==> config.mk <==
export PLATFORM = sky130hd
export DESIGN_NAME = snake_body_store
export DESIGN_NICKNAME = d
export VERILOG_FILES = /design/src/rtl/snake_body_store.sv
export SDC_FILE = /design/constraint.sdc
export NUM_CORES = 1
export LEC_CHECK = 0
export CORE_ASPECT_RATIO = 1.5
export CORE_MARGIN = 2
export CORE_UTILIZATION = 63
export CTS_CLUSTER_DIAMETER = 40
export CTS_CLUSTER_SIZE = 20
export DETAILED_ROUTE_END_ITERATION = 16
export PLACE_DENSITY_LB_ADDON = 0.2
export SYNTH_ARGS = -nofsm -noshare
export SYNTH_HDL_FRONTEND = slang
export SYNTH_SLANG_ARGS = --single-unit
==> constraint.sdc <==
create_clock -name sys_clk -period 4.7 [get_ports sys_clk]
set_input_delay 0.94 -clock sys_clk [delete_from_list [all_inputs] [get_ports sys_clk]]
set_output_delay 0.94 -clock sys_clk [all_outputs]
set_load 0.005 [all_outputs]
==> src/rtl/snake_body_store.sv <==
// rtl/snake_body_store.sv - circular-buffer snake body store with serial self-collision scan
module snake_body_store #(
  parameter int X_BITS   = 6,
  parameter int Y_BITS   = 6,
  parameter int DEPTH    = 64,
  parameter int ADDR_W   = 6,
  parameter int INIT_LEN = 3,
  parameter int START_X  = 30,
  parameter int START_Y  = 22
) (
  input  logic              sys_clk,
  input  logic              sys_reset,
  input  logic              clear_in,
  input  logic              move_in,
  input  logic              grow_in,
  input  logic [X_BITS-1:0] new_x_in,
  input  logic [Y_BITS-1:0] new_y_in,
  input  logic [ADDR_W-1:0] query_idx_in,
  output logic              busy_out,
  output logic              done_out,
  output logic              self_hit_out,
  output logic              full_out,
  output logic [ADDR_W:0]   length_out,
  output logic [X_BITS-1:0] head_x_out,
  output logic [Y_BITS-1:0] head_y_out,
  output logic [X_BITS-1:0] query_x_out,
  output logic [Y_BITS-1:0] query_y_out,
  output logic              query_valid_out
);

  typedef enum logic [1:0] {S_IDLE, S_INIT, S_SCAN, S_COMMIT} state_t;

  state_t state, state_nx;

  logic [X_BITS-1:0] mem_x [DEPTH];
  logic [Y_BITS-1:0] mem_y [DEPTH];

  logic [ADDR_W-1:0] hp;
  logic [ADDR_W-1:0] init_cnt;
  logic [ADDR_W-1:0] scan_cnt;
  logic [ADDR_W-1:0] scan_last;
  logic [X_BITS-1:0] lat_x;
  logic [Y_BITS-1:0] lat_y;
  logic              lat_g;
  logic              match;

  logic              grow_eff;
  logic              accept;
  logic [ADDR_W:0]   scan_len;
  logic              init_last;
  logic [ADDR_W-1:0] scan_addr;
  logic              seg_hit;
  logic [ADDR_W-1:0] hp_dec;
  logic [ADDR_W-1:0] q_addr;
  logic              q_valid;

  logic              wr_en;
  logic [ADDR_W-1:0] wr_addr;
  logic [X_BITS-1:0] wr_x;
  logic [Y_BITS-1:0] wr_y;

  assign full_out  = (length_out == (ADDR_W+1)'(DEPTH));
  assign grow_eff  = grow_in & ~full_out;
  assign accept    = (state == S_IDLE) && move_in && (length_out != '0)
                     && !self_hit_out && !clear_in;
  // Without growth the tail cell vacates in the same step, so it is not compared.
  assign scan_len  = length_out - (ADDR_W+1)'(1) + {{ADDR_W{1'b0}}, grow_eff};
  assign init_last = (init_cnt == ADDR_W'(INIT_LEN - 1));
  assign scan_addr = hp + scan_cnt;
  assign seg_hit   = (mem_x[scan_addr] == lat_x) && (mem_y[scan_addr] == lat_y);
  assign hp_dec    = hp - ADDR_W'(1);
  assign q_addr    = hp + query_idx_in;
  assign q_valid   = ({1'b0, query_idx_in} < length_out);

  always_ff @(posedge sys_clk or posedge sys_reset) begin
    if (sys_reset) state <= S_IDLE;
    else           state <= state_nx;
  end

  always_comb begin
    state_nx = state;
    if (clear_in) begin
      state_nx = S_INIT;
    end else begin
      case (state)
        S_IDLE:   if (accept) state_nx = (scan_len == '0) ? S_COMMIT : S_SCAN;
        S_INIT:   if (init_last) state_nx = S_IDLE;
        S_SCAN:   if (scan_cnt == scan_last) state_nx = S_COMMIT;
        S_COMMIT: state_nx = S_IDLE;
        default:  state_nx = S_IDLE;
      endcase
    end
  end

  always_comb begin
    busy_out = (state != S_IDLE);
    wr_en    = 1'b0;
    wr_addr  = hp_dec;
    wr_x     = lat_x;
    wr_y     = lat_y;
    // A clear in the same cycle suppresses any pending write.
    if (!clear_in) begin
      if (state == S_INIT) begin
        wr_en   = 1'b1;
        wr_addr = init_cnt;
        wr_x    = X_BITS'(START_X) - X_BITS'(init_cnt);
        wr_y    = Y_BITS'(START_Y);
      end else if (state == S_COMMIT && !match) begin
        wr_en   = 1'b1;
      end
    end
  end

  always_ff @(posedge sys_clk) begin
    if (wr_en) begin
      mem_x[wr_addr] <= wr_x;
      mem_y[wr_addr] <= wr_y;
    end
  end

  always_ff @(posedge sys_clk or posedge sys_reset) begin
    if (sys_reset) begin
      hp              <= '0;
      length_out      <= '0;
      init_cnt        <= '0;
      scan_cnt        <= '0;
      scan_last       <= '0;
      lat_x           <= '0;
      lat_y           <= '0;
      lat_g           <= 1'b0;
      match           <= 1'b0;
      self_hit_out    <= 1'b0;
      done_out        <= 1'b0;
      head_x_out      <= '0;
      head_y_out      <= '0;
      query_x_out     <= '0;
      query_y_out     <= '0;
      query_valid_out <= 1'b0;
    end else begin
      done_out <= 1'b0;
      if (clear_in) begin
        hp           <= '0;
        length_out   <= '0;
        init_cnt     <= '0;
        match        <= 1'b0;
        self_hit_out <= 1'b0;
      end else begin
        case (state)
          S_IDLE: begin
            if (accept) begin
              lat_x     <= new_x_in;
              lat_y     <= new_y_in;
              lat_g     <= grow_eff;
              match     <= 1'b0;
              scan_cnt  <= '0;
              scan_last <= scan_len[ADDR_W-1:0] - ADDR_W'(1);
            end
          end
          S_INIT: begin
            init_cnt <= init_cnt + ADDR_W'(1);
            if (init_last) begin
              length_out <= (ADDR_W+1)'(INIT_LEN);
              head_x_out <= X_BITS'(START_X);
              head_y_out <= Y_BITS'(START_Y);
              done_out   <= 1'b1;
            end
          end
          S_SCAN: begin
            scan_cnt <= scan_cnt + ADDR_W'(1);
            if (seg_hit) match <= 1'b1;
          end
          S_COMMIT: begin
            done_out <= 1'b1;
            if (match) begin
              self_hit_out <= 1'b1;
            end else begin
              hp         <= hp_dec;
              head_x_out <= lat_x;
              head_y_out <= lat_y;
              if (lat_g) length_out <= length_out + (ADDR_W+1)'(1);
            end
          end
          default: ;
        endcase
      end
      query_valid_out <= q_valid;
      query_x_out     <= q_valid ? mem_x[q_addr] : '0;
      query_y_out     <= q_valid ? mem_y[q_addr] : '0;
    end
  end

endmodule

=== Yosys cells after proc, flatten, opt, wreduce, memory -nomap -nowiden ===
Memory sizes are Yosys's and may differ from the RTL's.
Cells that the tools add are included.

* Add/subtract/negate cells: 10
* Magnitude comparators: 1
* Equal/unequal tests: 18
* Mux-type cells: 47
* Bitwise operators: 3
* Reductions and logical operators: 28

{| class="wikitable"
|+ Operators with widths
! operator !! number
|-
| two-way mux 6 bit || 18
|-
| one-hot mux 6 bit (2 select lines) || 3
|-
| two-way mux 7 bit || 4
|-
| == test 6 bit || 3
|-
| inequality test 3 bit, second input constant || 6
|-
| two-way mux 1 bit || 14
|-
| one-hot mux 7 bit (2 select lines) || 1
|-
| adder 6 x 1 -> 6 bit, second input constant || 2
|-
| adder 6 bit || 2
|-
| AND reduction 3 bit || 4
|-
| nonzero test 2 bit || 6
|-
| subtractor 6 x 1 -> 6 bit, second input constant || 2
|-
| two-way mux 2 bit || 4
|-
| inequality test 2 bit, second input constant || 4
|-
| one-hot mux 2 bit (4 select lines) || 1
|-
| AND reduction 4 bit || 2
|-
| adder 7 x 1 -> 7 bit || 1
|-
| adder 7 x 1 -> 7 bit, second input constant || 1
|-
| == test 7 bit, second input constant || 1
|-
| logical NOT 7 bit || 1
|-
| less-than comparator 6 x 7 -> 1 bit || 1
|-
| nonzero test 7 bit || 1
|-
| subtractor 7 x 1 -> 7 bit, second input constant || 1
|-
| == test 6 x 2 -> 1 bit, second input constant || 1
|-
| 11 further kinds || 23
|}

* Register bits: 74
* Bits in writable memories: 768
* Bits of input ports: 23
* Output and inout bits: 36
* Logic and storage cells: 126
* Memories kept: 2

{| class="wikitable"
|+ Memories
! name !! words !! width !! read ports !! clocked after memory_dff !! write ports !! line !! source
|-
| mem_x || 64 || 6 || 2 || 0 || 1 || 35 || <nowiki>logic [X_BITS-1:0] mem_x [DEPTH];</nowiki>
|-
| mem_y || 64 || 6 || 2 || 0 || 1 || 36 || <nowiki>logic [Y_BITS-1:0] mem_y [DEPTH];</nowiki>
|}

=== Logic depth before layout (Yosys ltp) ===
Gate-level depths: netlist (run 1).

* Word-level depth: 9
* Depth in mapped cells: 17
* Mapped depth without buffers: 13

=== Worst setup path before layout (run 1) ===
Ideal clock, no wire load.

* Path type: input -> register
* Start: in clear_in
* End: mem mem_x[0][5], data pin
* Library setup time: 0.702 ns
* Arrival time: 4.164 ns
* Path slack: -0.166 ns
* Stages: 5
* Cells stage by stage: clkbuf_1 nand2b_1 clkbuf_1 clkbuf_1 o21ai_0

* Longest elaborated chain between the ends: 1

{| class="wikitable"
|+ RTL lines
! what !! line !! source
|-
| from (decl) || 13 || <nowiki>input logic clear_in,</nowiki>
|-
| two-way mux 6 bit || 102 || <nowiki>if (!clear_in) begin</nowiki>
|-
| named net wr_x[5] || 59 || <nowiki>logic [X_BITS-1:0] wr_x;</nowiki>
|-
| to (decl) || 35 ||
|}

The timed path passes the listed nets, and every way through them passes these cells.

=== Worst setup path in the final report (run 1) ===
* Start: reg hp[1]
* End: reg match

* Longest elaborated chain between the ends: 6

{| class="wikitable"
|+ RTL lines
! what !! line !! source
|-
| from (decl) || 38 || <nowiki>logic [ADDR_W-1:0] hp;</nowiki>
|-
| from (signal assigned) || 177 || <nowiki>hp <= hp_dec;</nowiki>
|-
| adder 6 bit (*) || 69 || <nowiki>assign scan_addr = hp + scan_cnt;</nowiki>
|-
| memory (64 x 6 bit) (on tied branches) || n/a ||
|-
| == test 6 bit || 70 || <nowiki>assign seg_hit = (mem_x[scan_addr] == lat_x) && (mem_y[scan_addr] == lat_y);</nowiki>
|-
| logical AND 1 bit (*) || 70 ||
|-
| inequality test 3 bit (no line) (*) || n/a ||
|-
| AND reduction 3 bit (no line) (*) || n/a ||
|-
| to (signal assigned) || 131 || <nowiki>match <= 1'b0;</nowiki>
|-
| to (signal assigned) || 145 || <nowiki>match <= 1'b0;</nowiki>
|-
| to (signal assigned) || 154 || <nowiki>match <= 1'b0;</nowiki>
|-
| to (decl) || 45 || <nowiki>logic match;</nowiki>
|}

Mark *: on every way between the ends. The rest lies on a longest branch, timed or not.
A chain may end at the register's enable or synchronous reset.

==> results of run 1 <==
power breakdown:
group | leakage, nW | internal [mW] | switching [mW]
Clock | 1.32 | 3.60 | 3.11
Sequential | 8.03 | 9.04 | 0.267
Combinational | 6.61 | 1.90 | 3.04
Total | 16.0 | 14.5 | 6.42
routing by layer:
metal / GRT usage / routed length (um) / vias up
li1: - / - / 9970
met5: 0 / 39 / -
met1: 0.449 / 38100 / 12878
met3: 0.0934 / 14100 / 522
met4: 0.313 / 12200 / 6
met2: 0.620 / 60200 / 2039
worst max-delay path: cells and delay by family (launching register included):
family                     cells  cell delay, ps
muxes                          3            1340
xor gates and xnor gates       2             760
adders and majority gates      1             590
buffers and inverters          3             750
AOI/OAI and AO/OA              3             470
DFF                            1             510
per-stage QoR:
step	setup slack, ps	total power, mW	area (um^2)	TNS (ps)
finish	152	21.0	45900	0
global route	54.5	21.5	45800	0
CTS	289	20.8	45800	0
detailed placement	-56.2	14.2	43100	-62.7
global placement	-52.0	14.1	43100	-52.0
floorplan	-166	12.4	40500	-42440
final timing paths:
path                                    start        endpoint  slack (ps)  cells past startpoint
worst max-delay path                    hp[1]           match         150                     12
worst min-delay path            head_y_out[4]   head_y_out[4]         480                      2
worst max register to register          hp[1]           match         150                     12
worst min register to register  head_y_out[4]   head_y_out[4]         480                      2
max in group asynchronous           sys_reset  query_y_out[2]        2960                      3
min in group asynchronous           sys_reset        lat_x[3]         800                      2
cells by family after synthesis:
family	count (synthesis)	synth area share
AO/OA/AOI/OAI	218	0.0352
XOR/XNOR	60	0.0133
multiplexers	551	0.252
adder cells (fa/ha/maj)	27	0.00871
flip-flops	842	0.615
buffers and inverters	186	0.0213
AND/OR/NAND/NOR	488	0.0545
layout by cell type (no fill, tap or decap), types with 20 or more instances in the layout:
cell	n
a211oi_1	30
a21oi_1	31
a22oi_1	55
buf_12	29
buf_4	136
clkbuf_16	83
clkdlybuf4s50_1	58
dfrtp_1	74
edfxtp_1	768
ha_1	23
mux2i_1	182
mux4_2	354
nand2_1	181
nand3_1	77
nand4_1	20
nor2_1	117
o21ai_0	52
xnor2_1	33
layout make-up:
class / instances / area [um^2]
antenna: 1 / 2.50
clock buffer: 89 / 2100
clock inverter: 57 / 632
fill: 3756 / 17600
inverter: 21 / 78.8
multi-input combinational: 1344 / 14900
sequential: 842 / 24900
tap: 805 / 1010
timing repair buffer: 223 / 2180
state kept, by name, indices dropped and copies added (netlist names):
register / flops
query_valid_out: 1
lat_x: 6
match: 1
state: 2
mem_x: 384
query_y_out: 6
head_x_out: 6
scan_cnt: 6
lat_g: 1
scan_last: 6
head_y_out: 6
self_hit_out: 1
mem_y: 384
query_x_out: 6
length_out: 7
lat_y: 6
hp: 6
init_cnt: 6
done_out: 1
==> metrics.cfg, run 1 <==
[timing]
finalCritPeriodShare = 0.968
setup_violations = 0
fin_crit_ps = 4550
relSlewSlack = 0.106
rsz0062_at_grt = no
max_slew.worst_pin.slew_ps = 1340
clock.fmax_mhz = 220
holdWs_ps = 484
worst_clock_skew_ps = 23.9
final-max-slew-violation-count = 0
finalHoldViolations = 0

[yosys]
synth-edff-count = 768
synthMostInstantiatedCell = edfxtp_1
synthTopCellsByCount = edfxtp_1 (768), mux4_2 (354), nand2_1 (183), mux2i_1 (182), nor2_1 (121)
synthTopCellsByArea = edfxtp_1 (57%), mux4_2 (20%), dfrtp_1 (4.6%)
syn_avg_cell_area_um2 = 17.1
ys_seq_area_frac = 0.615
synthCells = 2372
yosysTopAreaCell = edfxtp_1
synth_top_area_frac = 0.570
synth.yosys.warnings = 0
yosysUniqueCellTypes = 63
ys_async_sr_fraction = 0.0879
synth_nets = 2422
netlist_area_um2 = 40500
synth-main-ff-cell = edfxtp_1
ys_seq_elements = 842

[worst_setup_path]
critical_path_class = reg -> reg
critPathRequiredTime_ps = 5270
worstPathCellList = inv_1 -> fa_4 -> xnor2_2 -> buf_12 -> buf_4 -> mux4_2 -> mux2i_1 -> mux4_2 -> a21oi_1 -> xor2_1 -> a211o_1 -> o21ai_1
crit_slowest_cell = xnor2_2
start_kind = flop
cp_common_cell = mux4_2
max_stage_delay_ps = 610
path_max_fanout = 25
arrival_ps = 5110
cp-end-kind = flop

[pwr]
power.leakage_nw = 16.0
ir_drop_mv = 0.362
powerDensity_nw_per_um2 = 457

[clocking]
ctsResizeCount = 0
post_cts_buffers = 0
cts_buffers = 79
path_clk_slew_ps = 60
htree_levels = 3
cts.sinks = 842
clkLatencyLatePin_ps = 660
clockRootBuffer = clkbuf_16
cts_tree = yes
cts_buffer_depth = 3
ctsHoldBuffers = 0

[global_routing]
grt-ovfl-total = 0
grt_pass1_wl_mm = 179
grt_pass1_vias = 26103
grt_usage = 0.388
grt_start_max_net_pins = 65
antenna_found_initial = 4

[drt]
drtIter0Drc = 3605
drt_drc_violations_left = 0
final_antenna_net_count = 0
vias = 25415
wl_mm = 125
viasPerCell = 7.51
wl_per_cell_um = 36.8
firstDrtPassIters = 8

[floorplan]
die_w_um = 211
core_um2 = 63500
die_y_um = 314
dieArea_um2 = 66400
rows = 113
start_util = 0.638
io_pins = 59

[placement]
io_buffers = 58
dp_cells = 3235
gp_congestion = 0.979
hpwl_mm = 78.7

[run_status]
status = finished, final reports clean

[final_layout]
final_cell_count_no_fill = 3382
final_nets = 2561
area_growth_pct = 13.2
final_layout_size_suffix_gt1_frac = 0.269
final_util = 0.722

[flow_run]
max_cap_violations = 0

[worst_hold_path]
hold_path.class = reg -> reg

No activity file was read; power rests on OpenSTA's default activity.
==> run 2, diff against run 1 <==
--- a/config.mk
+++ b/config.mk
@@ -5,9 +5,11 @@
 export SDC_FILE = /design/constraint.sdc
 export NUM_CORES = 1
 export LEC_CHECK = 0
+export CELL_PAD_IN_SITES_DETAIL_PLACEMENT = 0
+export CELL_PAD_IN_SITES_GLOBAL_PLACEMENT = 1
 export CORE_ASPECT_RATIO = 1.5
 export CORE_MARGIN = 2
-export CORE_UTILIZATION = 63
+export CORE_UTILIZATION = 55
 export CTS_CLUSTER_DIAMETER = 40
 export CTS_CLUSTER_SIZE = 20
 export DETAILED_ROUTE_END_ITERATION = 16
==> run 2 against run 1 <==
Compared with the run above:
- die area up 14%
- hold slack worse by 0.66 ps
- worst setup slack improved by 100 ps
- register-to-register slack gained 100 ps
- final cell count increased by 4.7%
- fmax up 2.4%
- first-iteration DRC count down 21%
- non-clock buffer count grew 9
- clock power is 17% higher
- critical path depth unchanged
- critical endpoint unchanged
==> metrics.cfg, run 2 (synthesis results as in run 1) <==
[global_routing]
grt_pass1_wl_mm = 178
grt_pass1_vias = 25556
grt_start_max_net_pins = 67
antenna_found_initial = 3
grt-ovfl-total = 0
grt_usage = 0.338

[pwr]
p_sw_mw = 6.78
seqPwrFrac = 0.422
powerDensity_nw_per_um2 = 471
totalPowerFinal_mw = 22.0
pwr-share-clk = 0.357
ir_drop_mv = 0.281
p_int_mw = 15.2
combPwrFrac = 0.221
power.leakage_nw = 16.3
p_sw_frac = 0.308

[worst_setup_path]
start_kind = flop
cp-end-kind = flop
critPathRequiredTime_ps = 5300
crit_slowest_cell = buf_4
worstPathCellList = ha_4 -> inv_1 -> fa_4 -> xor2_4 -> buf_4 -> mux4_2 -> mux2i_1 -> xnor2_1 -> nor4_1 -> a31oi_1 -> a211o_1 -> o21ai_1
critical_path_class = reg -> reg
arrival_ps = 5040
cp_num_buf_inv = 2
critical_path.top_delay_family = multiplexers
max_stage_delay_ps = 650
path_max_fanout = 44

[final_layout]
reg_top3 = mem_x: 384 flops, mem_y: 384 flops, length_out: 7 flops
layout_commonest_cell = edfxtp_1
antenna_cells = 0
final_cell_mix = edfxtp_1 (768), mux4_2 (354), mux2i_1 (182), nand2_1 (181), buf_4 (147)
area_growth_pct = 15.4
final_nets = 2587
final_cell_count_no_fill = 3542
final_layout_size_suffix_gt1_frac = 0.283

[timing]
finalHoldViolations = 0
setup_violations = 0
fin_crit_ps = 4440
finalCritPeriodShare = 0.945
clock.fmax_mhz = 225
rsz0062_at_grt = no
tns_ps = 0
relSlewSlack = 0.210
holdWs_ps = 483
final-max-slew-violation-count = 0
worst_clock_skew_ps = 39.0
max_slew.worst_pin.slew_ps = 1180

[run_status]
status = finished, final reports clean

[worst_hold_path]
hold_path.class = reg -> reg

[floorplan]
die_w_um = 226
start_util = 0.557
dieArea_um2 = 75800
die_y_um = 336
core_um2 = 72700
rows = 121
io_pins = 59

[clocking]
path_clk_slew_ps = 70
htree_levels = 3
clkLatencyLatePin_ps = 680
cts_tree = yes
cts_buffers = 96
clockRootBuffer = clkbuf_16
ctsHoldBuffers = 0
cts.sinks = 842
ctsResizeCount = 0
post_cts_buffers = 0
cts_buffer_depth = 3

[placement]
dp_cells = 3361
gp_congestion = 0.895
io_buffers = 58
hpwl_mm = 80.4

[drt]
wl_per_cell_um = 35.2
final_antenna_net_count = 0
wl_mm = 125
vias = 24776
viasPerCell = 6.99
drt_drc_violations_left = 0
drtIter0Drc = 2855
firstDrtPassIters = 6

[flow_run]
max_cap_violations = 0

-- run 2: cell types whose count changed in the layout (fill, tap and decap cells not counted), sizes merged --
cell and change:
clkinv +15, buf +9, bufinv -2, clkbuf +17, inv +6, diode -1
clkinvlp -1
-- run 2: per-layer routing --
metal | vias to the layer above | global-route usage | share of wire
met2 | 1541 | 0.569 | 0.51
met3 | 361 | 0.0692 | 0.091
met5 | - | 0 | 0.000072
li1 | 10047 | - | -
met1 | 12825 | 0.389 | 0.32
met4 | 2 | 0.231 | 0.077
-- run 2: power by group through the flow --
stage / Combinational [mW] / Clock (mW) / Sequential, mW
global placement: 4.69 / 0 / 9.42
global route: 5.11 / 8.24 / 9.31
finish: 4.87 / 7.85 / 9.28
CTS: 4.81 / 7.94 / 9.28
detailed placement: 4.80 / 0 / 9.43
floorplan: 3.01 / 0 / 9.38
-- run 2: stage by stage --
step           setup WS, ps  instance area, um^2  utilization
2_1_floorplan          -166                40500            -
3_3_place_gp          -95.9                43300        0.596
3_5_place_dp           -138                43300        0.596
4_1_cts                 365                46700        0.643
5_1_grt                 108                46700        0.643
6_report                257                46700        0.643
-- run 2: cell type report --
class / instances / area, um^2
fill: 4965 / 25900
inverter: 21 / 78.8
clock inverter: 75 / 875
timing repair buffer: 232 / 2220
clock buffer: 106 / 2570
multi-input combinational: 1344 / 14900
tap: 922 / 1150
sequential: 842 / 24900
-- run 2: worst paths after layout --
path / slack (ps) / depth (start not counted) / startpoint / to
worst min-delay path: 480 / 2 / head_y_out[5] / head_y_out[5]
worst max register to register: 260 / 12 / hp[0] / match
worst min register to register: 480 / 2 / head_y_out[5] / head_y_out[5]
max in group asynchronous: 3490 / 3 / sys_reset / state[1]
worst max-delay path: 260 / 12 / hp[0] / match
min in group asynchronous: 500 / 2 / sys_reset / lat_x[5]
-- run 2: worst reg2reg max path: stages (launching register included) --
cell	delay, ps
dfrtp_1	580
ha_4	210
inv_1	50
fa_4	490
xor2_4	240
buf_4	650
mux4_2	620
mux2i_1	520
xnor2_1	150
nor4_1	310
a31oi_1	120
a211o_1	340
o21ai_1	110
